## config.mk

```make
export PLATFORM = sky130hd
export DESIGN_NAME = kalman_sched
export DESIGN_NICKNAME = d
export VERILOG_FILES = /design/src/rtl/kalman_pkg.sv /design/src/rtl/kalman_sched_rr_arbiter.sv /design/src/rtl/kalman_sched.sv
export SDC_FILE = /design/constraint.sdc
export NUM_CORES = 1
export LEC_CHECK = 0
export CAP_MARGIN = 20
export CORE_MARGIN = 2
export CORE_UTILIZATION = 45
export CTS_BUF_LIST = sky130_fd_sc_hd__clkbuf_4 sky130_fd_sc_hd__clkbuf_8 sky130_fd_sc_hd__clkbuf_16
export CTS_CLUSTER_DIAMETER = 120
export DETAILED_ROUTE_END_ITERATION = 10
export DONT_BUFFER_PORTS = 1
export GPL_TIMING_DRIVEN = 0
export RECOVER_POWER = 100
export SYNTH_ARGS = -nofsm -noshare
export SYNTH_HDL_FRONTEND = slang
export SYNTH_SLANG_ARGS = --single-unit
export TNS_END_PERCENT = 1
```

## constraint.sdc

```tcl
create_clock -name clk -period 2.63 [get_ports clk]
set_input_delay 0.3945 -clock clk [delete_from_list [all_inputs] [get_ports clk]]
set_output_delay 0.3945 -clock clk [all_outputs]
set_load 0.02 [all_outputs]
```

## src/rtl/kalman_pkg.sv

```systemverilog
// kalman_pkg: shared state encoding and bank-mux widths for the Kalman sequencer and its neighbours
package kalman_pkg;
    localparam int DW = 32;
    localparam int N_STATE = 6;
    localparam int N_MEAS = 4;
    typedef enum logic [2:0] {S_IDLE, S_PREDICT, S_GAIN, S_UPDATE, S_WB} state_t;
endpackage

```

## src/rtl/kalman_sched_rr_arbiter.sv

```systemverilog
// rr_arbiter: combinational first-set search upward from a rotating pointer
module rr_arbiter #(
    parameter int NUM_CH = 4,
    parameter int CHW = $clog2(NUM_CH)
) (
    input  logic [NUM_CH-1:0] pend,
    input  logic [CHW-1:0]    ptr,
    output logic [CHW-1:0]    grant,
    output logic              any_valid
);
    function automatic int wrap(input int j);
        return j >= NUM_CH ? j - NUM_CH : j;
    endfunction
    // scan from farthest to nearest so the nearest set bit at or above ptr is the last one written
    always_comb begin
        grant = '0;
        any_valid = 1'b0;
        for (int k = NUM_CH - 1; k >= 0; k--)
            if (pend[CHW'(wrap(int'(ptr) + k))]) begin
                grant = CHW'(wrap(int'(ptr) + k));
                any_valid = 1'b1;
            end
    end
endmodule

```

## src/rtl/kalman_sched.sv

```systemverilog
// kalman_sched: round-robin sequencer sharing one predict/gain/update engine across NUM_CH tracks
import kalman_pkg::*;
module kalman_sched #(
    parameter int NUM_CH = 4,
    parameter int CHW = $clog2(NUM_CH),
    parameter int TIMEOUT = 4096,
    parameter int CNTW = 16
) (
    input  logic              clk,
    input  logic              rst,
    input  logic              en,
    input  logic [NUM_CH-1:0] req,
    input  logic [NUM_CH-1:0] req_meas,
    input  logic              clr_ovr,
    output logic [CHW-1:0]    cur_ch,
    output logic              busy,
    output logic              predict_start,
    output logic              gain_start,
    output logic              update_start,
    input  logic              predict_done,
    input  logic              gain_done,
    input  logic              update_done,
    output logic              wb_en,
    output logic              wb_sel,
    output logic              done_valid,
    output logic [CHW-1:0]    done_ch,
    output logic              done_err,
    output logic [NUM_CH-1:0] ovr_flags,
    output logic [CNTW-1:0]   iter_cnt,
    output logic [CNTW-1:0]   err_cnt
);
    localparam int TW = $clog2(TIMEOUT + 1);
    localparam logic [TW-1:0] T_LAST = TW'(TIMEOUT - 1);

    state_t state, state_nx;
    logic [NUM_CH-1:0] pend, mflag, gmask;
    logic [CHW-1:0] ptr, win;
    logic [TW-1:0] timer;
    logic any_valid, mode, grant, phase, done_ok;
    logic ps_nx, gs_nx, us_nx, wb_nx, sel_nx, dv_nx, de_nx;

    rr_arbiter #(.NUM_CH(NUM_CH), .CHW(CHW)) u_arb (
        .pend(pend), .ptr(ptr), .grant(win), .any_valid(any_valid)
    );

    assign busy = state != S_IDLE;
    assign phase = state == S_PREDICT || state == S_GAIN || state == S_UPDATE;
    // a done is ignored in its start cycle so a level still held from the previous phase cannot complete it
    assign done_ok = (state == S_PREDICT && predict_done && !predict_start) ||
                     (state == S_GAIN && gain_done && !gain_start) ||
                     (state == S_UPDATE && update_done && !update_start);
    assign gmask = {{(NUM_CH - 1){1'b0}}, grant} << win;

    // next state, start pulses and completion strobes; done beats a coincident timeout
    always_comb begin
        state_nx = state;
        grant = 1'b0;
        ps_nx = 1'b0;
        gs_nx = 1'b0;
        us_nx = 1'b0;
        wb_nx = 1'b0;
        dv_nx = 1'b0;
        de_nx = 1'b0;
        sel_nx = wb_sel;
        case (state)
            S_IDLE: if (en && any_valid) begin
                grant = 1'b1;
                ps_nx = 1'b1;
                state_nx = S_PREDICT;
            end
            S_PREDICT: if (done_ok) begin
                gs_nx = mode;
                wb_nx = !mode;
                dv_nx = !mode;
                sel_nx = mode ? wb_sel : 1'b0;
                state_nx = mode ? S_GAIN : S_WB;
            end
            S_GAIN: if (done_ok) begin
                us_nx = 1'b1;
                state_nx = S_UPDATE;
            end
            S_UPDATE: if (done_ok) begin
                wb_nx = 1'b1;
                dv_nx = 1'b1;
                sel_nx = 1'b1;
                state_nx = S_WB;
            end
            default: state_nx = S_IDLE;
        endcase
        if (phase && !done_ok && timer == T_LAST) begin
            dv_nx = 1'b1;
            de_nx = 1'b1;
            state_nx = S_IDLE;
        end
    end

    // state register, registered engine/bank strobes, grant bookkeeping and counters
    always_ff @(posedge clk or posedge rst) begin
        if (rst) begin
            state <= S_IDLE;
            {predict_start, gain_start, update_start, wb_en, wb_sel, done_valid, done_err} <= '0;
            cur_ch <= '0;
            done_ch <= '0;
            ptr <= '0;
            mode <= 1'b0;
            timer <= '0;
            iter_cnt <= '0;
            err_cnt <= '0;
        end else begin
            state <= state_nx;
            predict_start <= ps_nx;
            gain_start <= gs_nx;
            update_start <= us_nx;
            wb_en <= wb_nx;
            wb_sel <= sel_nx;
            done_valid <= dv_nx;
            done_err <= de_nx;
            timer <= (state_nx != state || !phase) ? '0 : timer + 1'b1;
            if (dv_nx) done_ch <= cur_ch;
            if (grant) begin
                cur_ch <= win;
                mode <= mflag[win];
                ptr <= (win == CHW'(NUM_CH - 1)) ? '0 : win + 1'b1;
            end
            if (state == S_WB) iter_cnt <= iter_cnt + 1'b1;
            if (de_nx && ~&err_cnt) err_cnt <= err_cnt + 1'b1;
        end
    end

    // pending capture: a new request beats the grant clear, and overrun set beats clr_ovr
    always_ff @(posedge clk or posedge rst) begin
        if (rst) begin
            pend <= '0;
            mflag <= '0;
            ovr_flags <= '0;
        end else begin
            pend <= (pend & ~gmask) | req;
            mflag <= (mflag & ~req) | (req & req_meas);
            ovr_flags <= (clr_ovr ? '0 : ovr_flags) | (req & pend);
        end
    end
endmodule

```

==> metrics.md, run 1 <==
| Metric | Value |
|---|---|
| Syn Nets | `318` |
| # diodes | `0` |
| Layout Cells excl Fill | `417` |
| DR iter-0 viols | `76` |
| CTS root buf | `clkbuf_8` |
| Global route total overflow | `0` |
| Ys async rst share | `100%` |
| Reg2reg end | `done_ch[1]$_DFFE_PP0P_` |
| Detailed-route DRC error count | `0` |
| Final hold violations | `0` |
| Worst path bufs/invs | `2` |
| WL final | `6260 um` |
| Crit-path slowest cell | `nor4b_1` |
| CTS Sinks | `74` |
| CP cell instances | `buf_4, nor4b_1, o21ai_0, nand4b_4, inv_1, nor2_1, mux2_2` |
| Fillers | `657` |
| Sw Ratio | `33.9%` |
| Pwr dens | `889 nW/um^2` |
| CP endpoint kind | `flip-flop` |
| Combinational share of power | `21.8%` |
| Hold/Removal Path Class | `input port to flip-flop` |
| Hold Crit Depth | `1` |
| Synthesis warning total | `0` |
| Number of global-route vias before repair | `2,242` |
| Final #Nets | `331` |
| Max_cap viols | `0` |
| Mean Syn Cell Area | `11.3 sq um` |
| Hold Startpoint | `clr_ovr` |
| Placed cells | `400` |
| Cell count along the critical path | `7` |
| CTS tree | `built` |
| Final Max Tran Viols | `0` |
| Status | `finished, final reports clean` |
| FF-to-FF setup slack | `0.42 ns` |
| Routed Antenna Nets | `0` |
| Main synth FF type | `dfrtp_1` |
| Clk network pwr share | `30.3%` |
| Max-slew headroom | `14.7%` |
| Flop pwr share | `47.9%` |
| Drt wl/cell | `15.0 um` |
| Critical path's largest stage delay | `0.43 ns` |
| Fmax | `453 MHz` |
| Die height | `90.7 um` |
| GR Util All Layers | `16.6%` |
| CP top delay family | `simple AND/OR/NAND/NOR gates` |
| Worst r2r src | `state[2]$_DFF_PP0_` |
| Routed vias | `2,198` |
| Min cycle time layout | `2.21 ns` |
| H-tree depth | `3` |
| Crit. Startpoint | `state[2]$_DFF_PP0_` |
| Synthesized cell area | `3380 sq um` |
| Hold path endpoint | `ovr_flags[2]$_DFF_PP0_` |
| I/O Buffers | `0` |
| Ports | `63` |
| Crit path launch type | `flip-flop` |
| Slew @ Worst Pin | `1.27 ns` |
| Worst vdd ir | `0.379 mV` |
| Die footprint | `8220 sq um` |
| Final Total Pwr | `3.32 mW` |
| Drt via density | `5.27` |
| Worst path required time | `2.86 ns` |
| Cells after Synth | `300` |
| Netlist cell types | `45` |
| Final setup viols | `0` |
| Leakage | `1.77 nW` |
| Net switching power | `1.13 mW` |
| Seq cells post-synth | `74` |
| RSZ-0062 raised after global routing | `false` |
| Worst-case reg-to-reg path depth | `7` |
| Gp weighted congestion | `0.753` |
| Clk buf depth | `2` |
| P&R area growth vs syn | `10.5%` |
| Most frequent cells in the layout | `dfrtp_1, nor2_1, xnor2_1, nand2_1` |
| Int Power | `2.20 mW` |
| Die Wd | `90.7 um` |
| Starting Density | `46.6%` |
| Standard-cell rows | `31` |
| Final period util | `83.9%` |
| Crit path max fanout | `10` |
| Initial antenna violation count | `0` |
| Core area | `7250 sq um` |
| Detailed Place HPWL | `4380 um` |
| First-pass GRT wire length | `10,700 um` |
| Post-CTS setup buffer count | `0` |
| CP Class | `flip-flop to flip-flop` |
| Final TNS setup | `0 ns` |
| Most common cell after layout, fill and taps aside | `dfrtp_1` |
| Critical Path AT | `2.44 ns` |
| Clk slew on worst S/H paths | `0.08 ns` |
| Number of flops mapped to enable cells by yosys | `0` |
| Seq/Total Area, Yosys | `54.8%` |
| Skew final | `0.00909 ns` |
| Largest net degree at the start of global routing | `49` |
| Worst skew pair latency | `0.35 ns` |
| Layout cell share with drive strength beyond 1 | `12.3%` |
| Total iterations of the first detailed-routing run | `4` |
| Num CTS Buffers | `9` |
[final cells by class]
type	instances	area, sq um	area share, %
Buffer	7	41.3	1.10
Tap cell	99	124	3.31
Clock inverter	4	73.8	1.97
Timing Repair Buffer	2	37.5	1.00
Inverter	14	53.8	1.44
Clock buffer	12	159	4.25
Sequential cell	74	1850	49.5
Multi-Input combinational cell	205	1400	37.4
[routing by layer]
layer / up-vias / track usage (%) / wire [um]
li1: 1062 / - / -
met1: 1063 / 20.6 / 2850
met2: 65 / 25.6 / 2860
met3: 8 / 6.51 / 445
met4: 0 / 7.44 / 108
met5: - / 0 / 0
[stage by stage]
step           area (sq um)  hold WS [ns]  setup slack, ns  util, %
4_1_cts                3780         0.112            0.542     52.1
2_1_floorplan          3380         0.430            0.354        -
6_report               3740         0.135            0.424     51.5
3_3_place_gp           3510         0.449           -0.465     48.3
3_5_place_dp           3540         0.279            0.551     48.7
5_1_grt                3740         0.115            0.223     51.5
[synthesized netlist by cell type (all sizes together) (4+ instances only)]
library cell  instances  area share (%)
dfrtp                74              55
nand2                25             2.8
nand2b                4            0.74
nand3                16             2.4
nor4b                 5             2.3
xnor2                25             6.5
nand4                12             2.6
buf                   6             1.3
xor2                 17             4.6
nor3                 12             2.1
and3                 11             2.0
a21oi                 6            0.89
inv                  14             1.6
nor2                 28             3.2
mux2                  8             2.7
o21ai                 9             1.3
[registers in the layout, indices dropped and copies added, names as in the netlist, named ones only]
signal	count
err_cnt	16
iter_cnt	16
timer	13
ovr_flags	4
pend	4
state	3
cur_ch	2
done_ch	2
ptr	2
done_err	1
done_valid	1
gain_start	1
mode	1
predict_start	1
update_start	1
wb_en	1
wb_sel	1
[repair_timing]
item | CTS | global route
hold endpoints to repair | 26 | 0
gates resized for setup | 0 | 0
hold buffers | 1 | 0
[power groups by stage]
stage	Combinational, mW	Clock (mW)	Sequential, mW
2_1_floorplan	0.636	0	1.57
3_3_place_gp	0.754	0	1.62
3_5_place_dp	0.778	0	1.62
4_1_cts	0.784	1.04	1.60
5_1_grt	0.820	1.09	1.62
6_report	0.724	1.01	1.59
[logic make-up (layout without fill, tap and decap cells)]
kind of cell	Yosys count	after routing	share of synthesized area [%]
flops	74	74	54.8
compound gates	26	26	5.51
xor+xnor	42	42	11.1
fa+ha+maj	3	3	1.11
buf+inv	21	39	3.03
simple gates	124	124	21.2
mux	10	10	3.26
[worst max-delay path by stage]
stage / end / slack (ns)
3_3_place_gp: ovr_flags[3]$_DFF_PP0_ / -0.47
3_5_place_dp: done_ch[1]$_DFFE_PP0P_ / 0.55
5_1_grt: timer[5]$_DFF_PP0_ / 0.22
4_1_cts: done_ch[1]$_DFFE_PP0P_ / 0.54
2_1_floorplan: asynchronous set/reset pin / 0.35
6_report: done_ch[1]$_DFFE_PP0P_ / 0.42
Note: power is estimated with default switching activity, not from simulation.
==> run 2: changes to the inputs <==
==> constraint.sdc (replaced) <==
create_clock -name clk -period 1.8 [get_ports clk]
set_input_delay 0.27 -clock clk [delete_from_list [all_inputs] [get_ports clk]]
set_output_delay 0.27 -clock clk [all_outputs]
set_load 0.02 [all_outputs]
==> metrics.md, run 2 (synthesis results as in run 1) <==
| Metric | Value |
|---|---|
| Gp weighted congestion | `0.731 (was 0.753)` |
| GR Util All Layers | `15.9% (was 16.6%)` |
| Cell count along the critical path | `7 (unchanged)` |
| Clk slew on worst S/H paths | `0.07 ns (was 0.08 ns)` |
| CTS root buf | `clkbuf_8 (unchanged)` |
| Min cycle time layout | `1.85 ns (was 2.21 ns)` |
| Critical Path AT | `2.12 ns (was 2.44 ns)` |
| Drt wl/cell | `15.3 um (was 15.0 um)` |
| Num CTS Buffers | `9 (unchanged)` |
| Detailed-route DRC error count | `0 (unchanged)` |
| Final setup viols | `11 (was 0)` |
| Die height | `90.7 um (unchanged)` |
| Die Wd | `90.7 um (unchanged)` |
| Worst-case reg-to-reg path depth | `7 (unchanged)` |
| Final #Nets | `342 (was 331)` |
| Violated checks | `negative setup slack` |
| Worst vdd ir | `0.592 mV (was 0.379 mV)` |
| Final period util | `103% (was 83.9%)` |
| Number of global-route vias before repair | `2,172 (was 2,242)` |
| WL final | `6530 um (was 6260 um)` |
| Final Max Tran Viols | `0 (unchanged)` |
| Worst setup path endpoint | `err_cnt[5]$_DFFE_PP0P_ (was done_ch[1]$_DFFE_PP0P_)` |
| Final Util | `55.0% (was 51.5%)` |
| Pwr dens | `1190 nW/um^2 (was 889 nW/um^2)` |
| Routed vias | `2,275 (was 2,198)` |
| Initial antenna violation count | `0 (unchanged)` |
| I/O Buffers | `0 (unchanged)` |
| Detailed Place HPWL | `4330 um (was 4380 um)` |
| DR iter-0 viols | `90 (was 76)` |
| CP top delay family | `simple AND/OR/NAND/NOR gates (unchanged)` |
| RSZ-0062 raised after global routing | `true (was false)` |
| Layout cell share with drive strength beyond 1 | `23.2% (was 12.3%)` |
| Standard-cell rows | `31 (unchanged)` |
| Crit. Startpoint | `timer[0]$_DFF_PP0_ (was state[2]$_DFF_PP0_)` |
| Core area | `7250 sq um (unchanged)` |
| Drt via density | `5.33 (was 5.27)` |
| CTS tree | `built (unchanged)` |
| Worst skew pair latency | `0.34 ns (was 0.35 ns)` |
| Largest net degree at the start of global routing | `41 (was 49)` |
| Status | `finished, violations left (was finished, final reports clean)` |
| Layout Cells excl Fill | `427 (was 417)` |
| Fillers | `635 (was 657)` |
| Final setup margin | `-0.0527 ns (was 0.424 ns)` |
| Final TNS setup | `-0.263 ns (was 0 ns)` |
| Most frequent cells in the layout | `dfrtp_1, xnor2_1, nand2_1 (was dfrtp_1, nor2_1, xnor2_1, nand2_1)` |
| Worst r2r src | `timer[0]$_DFF_PP0_ (was state[2]$_DFF_PP0_)` |
| Worst path required time | `2.06 ns (was 2.86 ns)` |
| Crit-path slowest cell | `dfrtp_1 (was nor4b_1)` |
| H-tree depth | `3 (unchanged)` |
| CP cell instances | `ha_4, nand3_4, nor3_4, nand4b_4, buf_6, nor4b_4, xor2_1 (was buf_4, nor4b_1, o21ai_0, nand4b_4, inv_1, nor2_1, mux2_2)` |
| FF-to-FF setup slack | `-0.05 ns (was 0.42 ns)` |
| Slew @ Worst Pin | `0.876 ns (was 1.27 ns)` |
| Hold/Removal Path Class | `input port to flip-flop (unchanged)` |
| Max_cap viols | `0 (unchanged)` |
| Routed Antenna Nets | `0 (unchanged)` |
| Starting Density | `46.6% (unchanged)` |
| Crit path max fanout | `6 (was 10)` |
| Final hold violations | `0 (unchanged)` |
| Skew final | `0.0101 ns (was 0.00909 ns)` |
| Worst path bufs/invs | `1 (was 2)` |
| CTS Sinks | `74 (unchanged)` |
| CP Class | `flip-flop to flip-flop (unchanged)` |
| # diodes | `0 (unchanged)` |
| Critical path's largest stage delay | `0.41 ns (was 0.43 ns)` |
| Most common cell after layout, fill and taps aside | `dfrtp_1 (unchanged)` |
| Max-slew headroom | `41.5% (was 14.7%)` |
| Crit path launch type | `flip-flop (unchanged)` |
| Placed cells | `400 (unchanged)` |
| Die footprint | `8220 sq um (unchanged)` |
| Total iterations of the first detailed-routing run | `6 (was 4)` |
| Biggest regs | `err_cnt: 16 flops, iter_cnt: 16 flops, timer: 13 flops (unchanged)` |
| Ports | `63 (unchanged)` |
| Clk buf depth | `2 (unchanged)` |
| CP endpoint kind | `flip-flop (unchanged)` |
| Global route total overflow | `0 (unchanged)` |
| Reg2reg end | `err_cnt[5]$_DFFE_PP0P_ (was done_ch[1]$_DFFE_PP0P_)` |
| First-pass GRT wire length | `10,600 um (was 10,700 um)` |
| P&R area growth vs syn | `18.1% (was 10.5%)` |
| Fmax | `540 MHz (was 453 MHz)` |
| Leakage | `1.83 nW (was 1.77 nW)` |
run 2: cell types whose count changed in the layout (fill, tap and decap cells not counted), moves of 3 or more:
cell,before,now
dfrtp_1,74,70
nor4b_4,1,4
dfrtp_2,0,4
nor3_2,0,4
nor3_1,11,6
buf_4,1,9
buf_6,1,5
nor2_1,28,24
run 2: cell type report:
cell class | count | area [sq um] | area share [%]
timing repair buffer | 13 | 123 | 3.07
clock inverter | 3 | 15.0 | 0.376
multi-input combinational | 205 | 1590 | 39.9
inverter | 14 | 58.8 | 1.47
sequential | 74 | 1860 | 46.5
clock buffer | 12 | 159 | 3.98
buffer | 7 | 65.1 | 1.63
tap | 99 | 124 | 3.10
run 2: per-layer routing:
layer  routed length, um  vias to the layer above  global-route usage (%)  share of wire [%]
met1                2980                     1121                    22.1                 46
met5                   0                        -                       0                  0
met4                 124                        0                    7.31                1.9
li1                    -                     1081                       -                  -
met3                 412                       11                    5.51                6.3
met2                3010                       62                    22.4                 46
run 2: power by group:
group          internal, mW  switching [mW]
Combinational         0.568           0.705
Sequential             1.91           0.425
Clock                 0.577           0.567
run 2: worst min-delay path by stage:
stage	from	endpoint	cells past startpoint
6_report	req[0]	pend[0]$_DFF_PP0_	1
5_1_grt	clr_ovr	ovr_flags[3]$_DFF_PP0_	1
4_1_cts	req[2]	pend[2]$_DFF_PP0_	1
3_5_place_dp	rst	iter_cnt[13]$_DFFE_PP0N_	1
3_3_place_gp	req[2]	pend[2]$_DFF_PP0_	1
2_1_floorplan	req[0]	pend[0]$_DFF_PP0_	1
run 2: what timing repair did:
item,CTS,global route
hold buffers,1,1
endpoints found under the setup margin,36,37
buffers inserted,1,9
pin swaps,5,11
hold endpoints to repair,39,1
resized for setup,13,33
run 2: metrics by stage:
step                total power [mW]  hold slack (ns)  cell area, sq um  setup slack [ns]
finish                          4.76           0.0232              3990           -0.0527
global route                    5.06           0.0115              3990            -0.171
CTS                             4.74          0.00759              3780            -0.109
detailed placement              3.48            0.358              3530            -0.267
global placement                3.46            0.364              3510            -0.252
floorplan                       3.22            0.362              3390           -0.0688
==> run 3: changes to the inputs <==
--- a/config.mk
+++ b/config.mk
@@ -5,6 +5,7 @@
 export SDC_FILE = /design/constraint.sdc
 export NUM_CORES = 1
 export LEC_CHECK = 0
+export ABC_AREA = 1
 export CAP_MARGIN = 20
 export CORE_MARGIN = 2
 export CORE_UTILIZATION = 45
==> metrics.md, run 3 <==
| Metric | Value |
|---|---|
| Status | `finished, final reports clean (was finished, violations left)` |
| Synthesized cell area | `3830 sq um (was 3380 sq um)` |
| Synthesis warning total | `0 (unchanged)` |
| Num CTS Buffers | `9 (unchanged)` |
| P&R area growth vs syn | `17.1% (was 18.1%)` |
| Min cycle time layout | `1.79 ns (was 1.85 ns)` |
| Flop pwr share | `40.7% (was 49.2%)` |
| Net switching power | `2.38 mW (was 1.70 mW)` |
| Biggest regs | `err_cnt: 16 flops, iter_cnt: 16 flops, timer: 13 flops (unchanged)` |
| Routed vias | `2,856 (was 2,275)` |
| Ports | `63 (unchanged)` |
| Int Power | `3.34 mW (was 3.06 mW)` |
| GR peak layer | `met2 (unchanged)` |
| GR Util All Layers | `18.0% (was 15.9%)` |
| Standard-cell rows | `33 (was 31)` |
| Sw Ratio | `41.5% (was 35.7%)` |
| Clk slew on worst S/H paths | `0.08 ns (was 0.07 ns)` |
| Final period util | `99.4% (was 103%)` |
| Worst path required time | `2.04 ns (was 2.06 ns)` |
| Final Max Tran Viols | `0 (unchanged)` |
| CTS tree | `built (unchanged)` |
| Core area | `8220 sq um (was 7250 sq um)` |
| Fillers | `771 (was 635)` |
| DR iter-0 viols | `94 (was 90)` |
| M1 GR Usage | `24.1% (was 22.1%)` |
| Total iterations of the first detailed-routing run | `4 (was 6)` |
| # diodes | `0 (unchanged)` |
| Cells after Synth | `429 (was 300)` |
| Main synth FF type | `dfrtp_1 (unchanged)` |
| CP cell instances | `ha_4, nand3_4, nor3_4, and2_4, nand3_4, nand2_2, nand2_2, nand2_4, clkbuf_16, nor3_2 (was ha_4, nand3_4, nor3_4, nand4b_4, buf_6, nor4b_4, xor2_1)` |
| Die Wd | `96.2 um (was 90.7 um)` |
| Critical Path AT | `2.03 ns (was 2.12 ns)` |
| Worst path bufs/invs | `1 (unchanged)` |
| Final Total Pwr | `5.72 mW (was 4.76 mW)` |
| Max-slew headroom | `50.4% (was 41.5%)` |
| Ys async rst share | `100% (unchanged)` |
| Detailed-route DRC error count | `0 (unchanged)` |
| Top cells by area, synth | `dfrtp_1, nand2_1, inv_1 (was dfrtp_1, xnor2_1, xor2_1)` |
| Global route total overflow | `0 (unchanged)` |
| Critical path's largest stage delay | `0.40 ns (was 0.41 ns)` |
| Clk buf depth | `2 (unchanged)` |
| RSZ-0062 raised after global routing | `true (unchanged)` |
| Netlist cell types | `37 (was 45)` |
| Seq/Total Area, Yosys | `48.4% (was 54.8%)` |
| H-tree depth | `3 (unchanged)` |
| Mean Syn Cell Area | `8.92 sq um (was 11.3 sq um)` |
| Gp weighted congestion | `0.809 (was 0.731)` |
| CTS Sinks | `74 (unchanged)` |
| Clk network pwr share | `20.8% (was 24.0%)` |
| Drt wl/cell | `13.8 um (was 15.3 um)` |
| Starting Density | `46.6% (about the same)` |
| M2 GR Usage | `27.7% (was 22.4%)` |
| Routed Antenna Nets | `0 (unchanged)` |
| Pwr dens | `1280 nW/um^2 (was 1190 nW/um^2)` |
| CP Class | `flip-flop to flip-flop (unchanged)` |
| Slew @ Worst Pin | `0.742 ns (was 0.876 ns)` |
| Max_cap viols | `0 (unchanged)` |
| Leakage | `2.20 nW (was 1.83 nW)` |
| Crit-path slowest cell | `dfrtp_1 (unchanged)` |
| Most frequent cells in the layout | `nand2_1, dfrtp_1, inv_1 (was dfrtp_1, xnor2_1, nand2_1)` |
| Die height | `96.2 um (was 90.7 um)` |
| Drt via density | `5.03 (was 5.33)` |
| Detailed Place HPWL | `5360 um (was 4330 um)` |
| Initial antenna violation count | `0 (unchanged)` |
| Worst vdd ir | `0.522 mV (was 0.592 mV)` |
| Final hold violations | `0 (unchanged)` |
| Largest net degree at the start of global routing | `41 (unchanged)` |
| Cell with the most instances after synthesis | `nand2_1 (was dfrtp_1)` |
| Most common cell after layout, fill and taps aside | `nand2_1 (was dfrtp_1)` |
| Hold/Removal Path Class | `input port to flip-flop (unchanged)` |
| Die footprint | `9260 sq um (was 8220 sq um)` |
| CP top delay family | `simple AND/OR/NAND/NOR gates (unchanged)` |
| Crit path launch type | `flip-flop (unchanged)` |
| Seq cells post-synth | `74 (unchanged)` |
| Leading area contributor after synthesis | `dfrtp_1 (unchanged)` |
| Skew final | `0.00999 ns (was 0.0101 ns)` |
| Synth top area share | `48.4% (was 54.8%)` |
| Fmax | `559 MHz (was 540 MHz)` |
| Crit path max fanout | `5 (was 6)` |
| Number of flops mapped to enable cells by yosys | `0 (unchanged)` |
| Commonest cells in the netlist | `nand2_1, dfrtp_1, inv_1 (was dfrtp_1, nor2_1, nand2_1, xnor2_1)` |
| Worst skew pair latency | `0.35 ns (was 0.34 ns)` |
| Routing usage on met3 | `5.87% (was 5.51%)` |
| CTS root buf | `clkbuf_8 (unchanged)` |
| First-pass GRT wire length | `12,700 um (was 10,600 um)` |
| Final hold slack | `0.0177 ns (was 0.0232 ns)` |
| Layout cell share with drive strength beyond 1 | `27.0% (was 23.2%)` |
| Combinational share of power | `38.5% (was 26.8%)` |
| Number of global-route vias before repair | `2,712 (was 2,172)` |
| Syn Nets | `447 (was 318)` |
| I/O Buffers | `0 (unchanged)` |
| Final #Nets | `476 (was 342)` |
| CP endpoint kind | `flip-flop (unchanged)` |
| WL final | `7870 um (was 6530 um)` |
| Final setup viols | `0 (was 11)` |
run 3: final timing paths:
check                           slack, ns                from  depth (start not counted)                     end
worst max-delay path                 0.01  timer[1]$_DFF_PP0_                         10      timer[4]$_DFF_PP0_
worst min-delay path                 0.02              req[0]                          1               flip-flop
worst max register to register       0.01  timer[1]$_DFF_PP0_                         10      timer[4]$_DFF_PP0_
worst min register to register       0.52   pend[2]$_DFF_PP0_                          2       pend[2]$_DFF_PP0_
max in group asynchronous            0.21                 rst                          3  err_cnt[0]$_DFFE_PP0P_
min in group asynchronous            0.52                 rst                          2      timer[2]$_DFF_PP0_
run 3: cell type report:
| type | instances | area (sq um) | area share (%) |
|---|---|---|---|
| Timing Repair Buffer | 17 | 151 | 3.38 |
| Multi-Input combinational cell | 290 | 1870 | 41.6 |
| Timing Repair inverter | 1 | 7.51 | 0.168 |
| Inverter | 62 | 248 | 5.53 |
| Clock buffer | 13 | 160 | 3.57 |
| Clock inverter | 3 | 15.0 | 0.335 |
| Buffer | 3 | 46.3 | 1.03 |
| Sequential cell | 74 | 1860 | 41.4 |
| Tap cell | 105 | 131 | 2.93 |
run 3: logic make-up (layout without fill, tap and decap cells):
family                     count (synthesis)  after routing  share of synthesized area [%]
and+or+nand+nor                          222            222                           31.0
DFF                                       74             74                           48.4
buffers and inverters                     65             99                           7.19
xor gates and xnor gates                  37             37                           8.46
AOI/OAI and AO/OA                         28             28                           4.02
adders and majority gates                  3              3                          0.980
run 3: worst reg2reg max path: stages (launching register included):
cell,delay [ns]
dfrtp_1,0.40
ha_4,0.17
nand3_4,0.09
nor3_4,0.20
and2_4,0.20
nand3_4,0.14
nand2_2,0.11
nand2_2,0.06
nand2_4,0.12
clkbuf_16,0.16
nor3_2,0.04
run 3: power groups by stage:
stage / Clock (mW) / Combinational, mW / Sequential [mW]
final: 1.19 / 2.20 / 2.33
after global routing: 1.30 / 2.47 / 2.37
after CTS: 1.23 / 1.91 / 2.31
after detailed placement: 0 / 1.84 / 2.33
after global placement: 0 / 1.81 / 2.33
after floorplan: 0 / 1.56 / 2.26
run 3: metrics by stage:
step | instances | instance area, sq um | setup WS [ns] | util [%] | setup TNS [ns]
after floorplan | 429 | 3830 | 0.0103 | - | 0
after global placement | 534 | 3960 | -0.232 | 48.2 | -3.86
after detailed placement | 535 | 3980 | -0.238 | 48.5 | -4.05
after CTS | 556 | 4260 | -0.0595 | 51.8 | -0.821
after global routing | 568 | 4480 | -0.122 | 54.5 | -2.98
final | 568 | 4480 | 0.0105 | 54.5 | 0
run 3: repair_timing:
action,in CTS,in global routing
pin swaps,4,15
endpoints found under the setup margin,33,43
endpoints found under the hold margin,34,0
gates cloned,0,3
hold buffers,1,0
resized for setup,17,40
setup buffers,4,9
run 3: per-layer routing:
layer	vias to the layer above	wire length, um	share of wire, %
met3	12	356	4.5
met4	0	141	1.8
li1	1414	-	-
met1	1362	3600	46
met2	68	3770	48
met5	-	0	0
